--- src/rtl/perf_pkg.sv ---
// perf_pkg: shared state encoding and widths for the perf_counters slice
package perf_pkg;
    localparam logic [1:0] S_IDLE    = 2'd0;
    localparam logic [1:0] S_RUN     = 2'd1;
    localparam logic [1:0] S_HALTED  = 2'd2;
    localparam int         CNT_W_DEF = 32;
    localparam int         OUT_W     = 32;
endpackage

--- src/rtl/perf_counter_slice.sv ---
// perf_counter_slice: one event counter, wraps by default or saturates when PERF_SAT_EN is defined
module perf_counter_slice
    import perf_pkg::*;
#(
    parameter int CNT_W = CNT_W_DEF
) (
    input  logic             clk,
    input  logic             rst,
    input  logic             clr,
    input  logic             en,
    input  logic             inc,
    output logic [OUT_W-1:0] q
);
    logic [CNT_W-1:0] cnt;
    logic             bump;
`ifdef PERF_SAT_EN
    assign bump = en && inc && !(&cnt);
`else
    assign bump = en && inc;
`endif
    always_ff @(posedge clk) begin
        if (rst || clr) cnt <= '0;
        else if (bump) cnt <= cnt + CNT_W'(1);
    end
    assign q = OUT_W'(cnt);
endmodule

--- src/rtl/perf_counters.sv ---
// perf_counters: run-time pipeline statistics for the display path; PERF_SAT_EN makes counters saturate
module perf_counters
    import perf_pkg::*;
#(
    parameter int CNT_W = CNT_W_DEF
) (
    input  logic             clk,
    input  logic             rst,
    input  logic             go,
    input  logic             halt,
    input  logic             clr,
    input  logic             br_uncond,
    input  logic             br_cond_taken,
    input  logic             bubble,
    input  logic             stall_lu,
    output logic [OUT_W-1:0] cycle_number,
    output logic [OUT_W-1:0] branch_un,
    output logic [OUT_W-1:0] branch_con,
    output logic [OUT_W-1:0] bubnum,
    output logic [OUT_W-1:0] loaduse,
    output logic             running
);
    logic [1:0]       state, state_nx;
    logic [4:0]       inc;
    logic [OUT_W-1:0] cnt [5];
    always_comb begin
        state_nx = (state == S_RUN || state == S_HALTED) ? state : S_IDLE;
        if (clr) state_nx = (state == S_RUN) ? S_RUN : S_IDLE;
        else if (state == S_IDLE && go) state_nx = S_RUN;
        else if (state == S_RUN && halt) state_nx = S_HALTED;
    end
    always_ff @(posedge clk) begin
        state <= rst ? S_IDLE : state_nx;
    end
    assign running = (state == S_RUN);
    assign inc = {stall_lu, bubble, br_cond_taken, br_uncond, 1'b1};
    for (genvar g = 0; g < 5; g++) begin : g_slice
        perf_counter_slice #(.CNT_W(CNT_W)) u_slice (
            .clk (clk),
            .rst (rst),
            .clr (clr),
            .en  (running),
            .inc (inc[g]),
            .q   (cnt[g])
        );
    end
    assign cycle_number = cnt[0];
    assign branch_un    = cnt[1];
    assign branch_con   = cnt[2];
    assign bubnum       = cnt[3];
    assign loaduse      = cnt[4];
endmodule

--- config.mk ---
export PLATFORM = sky130hd
export DESIGN_NAME = perf_counters
export DESIGN_NICKNAME = d
export VERILOG_FILES = /design/src/rtl/perf_pkg.sv /design/src/rtl/perf_counter_slice.sv /design/src/rtl/perf_counters.sv
export SDC_FILE = /design/constraint.sdc
export NUM_CORES = 1
export LEC_CHECK = 0
export BUFFER_PORTS_ARGS = -buffer_cell sky130_fd_sc_hd__buf_4
export CAP_MARGIN = 0
export CORE_MARGIN = 5
export CORE_UTILIZATION = 54
export DETAILED_ROUTE_END_ITERATION = 10
export GPL_TIMING_DRIVEN = 0
export HOLD_SLACK_MARGIN = 0.1
export PLACE_DENSITY = 0.8
export SYNTH_ARGS = -nofsm -noshare
export SYNTH_HDL_FRONTEND = slang
export SYNTH_SLANG_ARGS = --single-unit
--- constraint.sdc ---
create_clock -name clk -period 2.87 [get_ports clk]
set_clock_uncertainty 0.2 [all_clocks]
set_input_delay 0.287 -clock clk [delete_from_list [all_inputs] [get_ports clk]]
set_output_delay 0.287 -clock clk [all_outputs]
set_load 0.01 [all_outputs]
# == Word-level counts from Yosys, hierarchy flattened ==
# Cells that the tools add are included.
# classes
addsub,5
eq_ne,3
n_reduce_logical,9
muxes,5
# op_table
cell,count
$add A32 B1 Y32 const B,5
$mux W2,4
$logic_and A1 B1 Y1,6
$ne A4 B2 Y1 const B,1
$eq A2 B1 Y1 const B,1
$eq A2 B2 Y1 const B,1
$logic_not A2 Y1,1
$logic_or A1 B1 Y1,2
$mux W1,1
# totals
output_inout_bits,161
ff_bits,162
elab_cells,28
inputBits,9

# == Logic depth before layout (Yosys ltp) ==
# logic_depth
ltp_word,6
mapped_depth,9
ltp_nobuf,7

# == Hierarchy ==
# From an unflattened synthesis, not the netlist that was laid out.
# hier_totals
hier_cells,909
hier_area_um2,7890.1
# by_module_without_submodules
mod,n_inst,seq_area_each_um2,cells_each,area_per_inst_um2
perf_counter_slice,5,640.6,179,1551.5
perf_counters,1,40.0,14,132.6

# == Worst setup path after synthesis ==
# Ideal clock, no wire load.
# synth_path
path_type,register to register
from,reg state[1]
to,reg g_slice[4].u_slice.cnt[27]
setup_ns,0.070
synth_period_minus_slack_ns,2.291
slack_ns,0.579
t_required_ns,2.600
n_path_buf,1
t_arrival_ns,2.021
path_stages_with_launch,9
path_cell_list,dfxtp_1 inv_1 ha_1 and4_1 nand3_2 or3_1 clkbuf_1 or4_1 a21oi_1
# synth_via
elab_chain_len,2
# synth_rtl
element,line,source
"start, declared",perf_counters.sv:23,"logic [1:0] state, state_nx;"
"start signal, assigned",perf_counters.sv:33,state <= rst ? S_IDLE : state_nx;
$eq A2 B1 Y1,perf_counters.sv:35,assign running = (state == S_RUN);
net running,perf_counters.sv:21,output logic running
$logic_and A1 B1 Y1,perf_counter_slice.sv:19,assign bump = en && inc;
"end signal, assigned",perf_counter_slice.sv:23,else if (bump) cnt <= cnt + CNT_W'(1);
"end, declared",perf_counter_slice.sv:14,logic [CNT_W-1:0] cnt;
# The timed path passes the listed nets, and every way through them passes these cells.
# A chain may end at the register's enable or synchronous reset.

# == Worst setup path in the final report ==
# layout_path
from,reg state[0]
to,reg g_slice[4].u_slice.cnt[27]
# layout_via
elab_chain_len,2
# layout_rtl
element,line
$eq A2 B1 Y1,perf_counters.sv:35
$logic_and A1 B1 Y1,perf_counter_slice.sv:19
# No other way between the ends.

==> out/qor.txt <==
initial antenna violation count -> 0
Synth Warn # -> 0
post-synthesis adder-cell area fraction -> 1.216%
Skew-Pair Late Insertion Delay -> 0.42 ns
# IOs -> 170
layout cells sized above 1 -> 19.83%
DRT Pass-1 Iters -> 5
row count -> 42
worst vdd ir -> 0.0003820 V
fin nets -> 1058
Yosys cell types -> 35
CP Data Required Time -> 3.01 ns
Power Internal -> 0.003713 W
post-route setup TNS -> 0 ns
share of Yosys cell area claimed by the top area cell type -> 45.02%
total CTS buffers -> 17
combinational family with the most area after synthesis -> simple AND/OR/NAND/NOR gates
Root Buffer -> clkbuf_16
RSZ-0062 raised after global routing -> no
Mapped Avg Cell Area -> 8.506 um2
first-pass GRT wire length -> 30030 um
Seq pwr share -> 48.7%
CTS Buffer Depth -> 2
crit-path max FO -> 8
wire per inst -> 14.61 um
Routed Antenna Nets -> 0
Synth async-reset ratio -> 0%
Simple-Gate Fraction of Synth Area -> 30.67%
Core Footprint -> 0.01314 mm2
die area -> 0.01575 mm2
Die Span X -> 125.5 um
Worst EP arrival -> 2.70 ns
postcts setup bufs -> 0
vias -> 6610
mux contribution to synthesized area -> 0.2779%
largest area contributor in the netlist -> dfxtp_1
Slew Limit Fails -> 0
area of the mapped netlist -> 0.007204 mm2
detailed placement HPWL -> 13000 um
worst hold slack -> 0.2488 ns
CTS tree -> done
dominant synthesized flop cell -> dfxtp_1
# setup viols final -> 0
compound-gate portion of the synthesized area -> 2.952%
Remaining Overflow, GRT -> 0
sw frac -> 19.78%
top-count cell post-synth -> dfxtp_1
combinational share of power -> 2.0%
Tmin final -> 2.561 ns
Die Y -> 125.5 um
Initial Util -> 54.84%
critical path launch point type -> flop
Worst-Margin Slew -> 0.7431 ns
Reg2Reg Depth -> 7
Psw -> 0.0009155 W
GRT Overall Usage -> 22.64%
Final Cycle Share -> 89.23%
Worst Hold Depth -> 5
final core utilization -> 71.34%
Post-synth EDFFs -> 0
P_leak -> 3.354 nW
clock slew at reported path FFs -> 0.06 ns
CP Capture Type -> flop
pwr dens -> 493.8 mW/mm2
Fmax -> 390.5 MHz
diodes inserted -> 0
WS Path Type -> reg2reg
Hold Path Class -> in2reg
largest net degree at the start of global routing -> 17
P&R area growth vs syn -> 30.10%
Clock Power Share -> 49.3%
H-tree depth -> 4
Synth Register Bits -> 162
Max-Cap Viols -> 0
drt first-iter violations -> 395
Fin. Hold Viols -> 0
Final Wtd Congestion -> 0.8315
Remaining DRCs -> 0
Final Power -> 0.004628 W
Commonest cells post-synth -> dfxtp_1, nor2_1, xnor2_1
Syn Inst Count -> 847
Clock Sinks -> 162
sequential fraction of the synthesis area -> 45.02%
routed vias/inst -> 5.374
Routed WL -> 17970 um
XOR/XNOR Fraction of Synth Area -> 16.78%
worst rel slew slack -> 50.04%
status -> finished, final reports clean
syn_nets -> 863
PortBufs -> 169
synth top area cells -> dfxtp_1, xnor2_1, nor2_1
vias in the first global route -> 6229
worst paths after layout:
kind	to	start	slack [ns]
setup / recovery	g_slice[4].u_slice.q[27]	state[0]	0.31
hold / removal	g_slice[1].u_slice.q[0]	br_uncond	0.25
setup reg to reg	g_slice[4].u_slice.q[27]	state[0]	0.31
hold reg to reg	g_slice[0].u_slice.q[7]	g_slice[0].u_slice.q[7]	0.32
area by class of cell:
cell class | count | area (um2)
Fill cell | 1072 | 3765
Multi-Input combinational cell | 626 | 3756
Sequential cell | 162 | 3243
Timing Repair Buffer | 176 | 1339
Clock buffer | 26 | 489.2
Tap cell | 176 | 220.2
Buffer | 35 | 135.1
Clock inverter | 5 | 100.1
Inverter | 24 | 90.09
layout by cell type (no fill, tap or decap), types with 6 or more instances in the layout:
cell type,instances
and3_1,12
clkbuf_1,38
ha_1,6
nand2_1,54
buf_4,169
xnor2_1,88
a21oi_1,21
dlygate4sd3_1,7
inv_1,24
clkbuf_16,17
nor2_1,154
nand3_1,55
and4_1,20
xor2_1,50
o21ai_0,15
nand4_1,38
nor4_1,30
dfxtp_1,162
or3_1,16
and2_1,6
nor3_1,33
critical path, stage by stage, from the launching register on:
cell and delay [ns]:
dfxtp_1 0.37, ha_2 0.32, and4_1 0.30, nand3_2 0.20
or3_1 0.35, clkbuf_1 0.18, or4_1 0.42, a21oi_1 0.16
logic make-up (layout without fill, tap and decap cells):
logic type	count (synthesis)	count (layout)
XOR/XNOR	138	138
multiplexers	2	2
flip-flops	162	162
AND/OR/NAND/NOR	439	439
buffers and inverters	59	266
AO/OA/AOI/OAI	40	40
adder cells (fa/ha/maj)	7	7
flip-flops by register name, summed over array words and instances (netlist names):
register,flops
g_slice.u_slice.q,160
state,2
metrics by stage:
stage / instance area, um2 / setup WS (ns) / cells
4_1_cts: 9353 / 0.01192 / 1230
2_1_floorplan: 7204 / 0.5788 / 847
6_report: 9373 / 0.3092 / 1230
3_3_place_gp: 8693 / 0.04259 / 1192
5_1_grt: 9373 / 0.08115 / 1230
3_5_place_dp: 8693 / 0.01554 / 1192
layer usage:
layer  wire length (um)  vias to the layer above  share of wire, %  GRT usage [%]
met5                  0                        -                 0              0
met4                335                        0               1.9          7.334
met3               1197                       29               6.7          6.482
met2               8560                      176                48          37.63
met1               7875                     3111                44          28.40
li1                   -                     3294                 -              -
power groups by stage:
stage                     Clock, W  Combinational (W)  Sequential (W)
after floorplan                  0          0.0000477         0.00230
after global placement           0          0.0000862         0.00230
after detailed placement         0          0.0000862         0.00230
after CTS                  0.00231          0.0000941         0.00225
after global routing       0.00241           0.000105         0.00225
final                      0.00228          0.0000935         0.00225
timing repair:
item	CTS	global route
hold endpoints to repair	12	0
hold buffers	7	0
endpoints found under the setup margin	0	25
gates resized for setup	0	7
(Power assumes the default switching activity.)
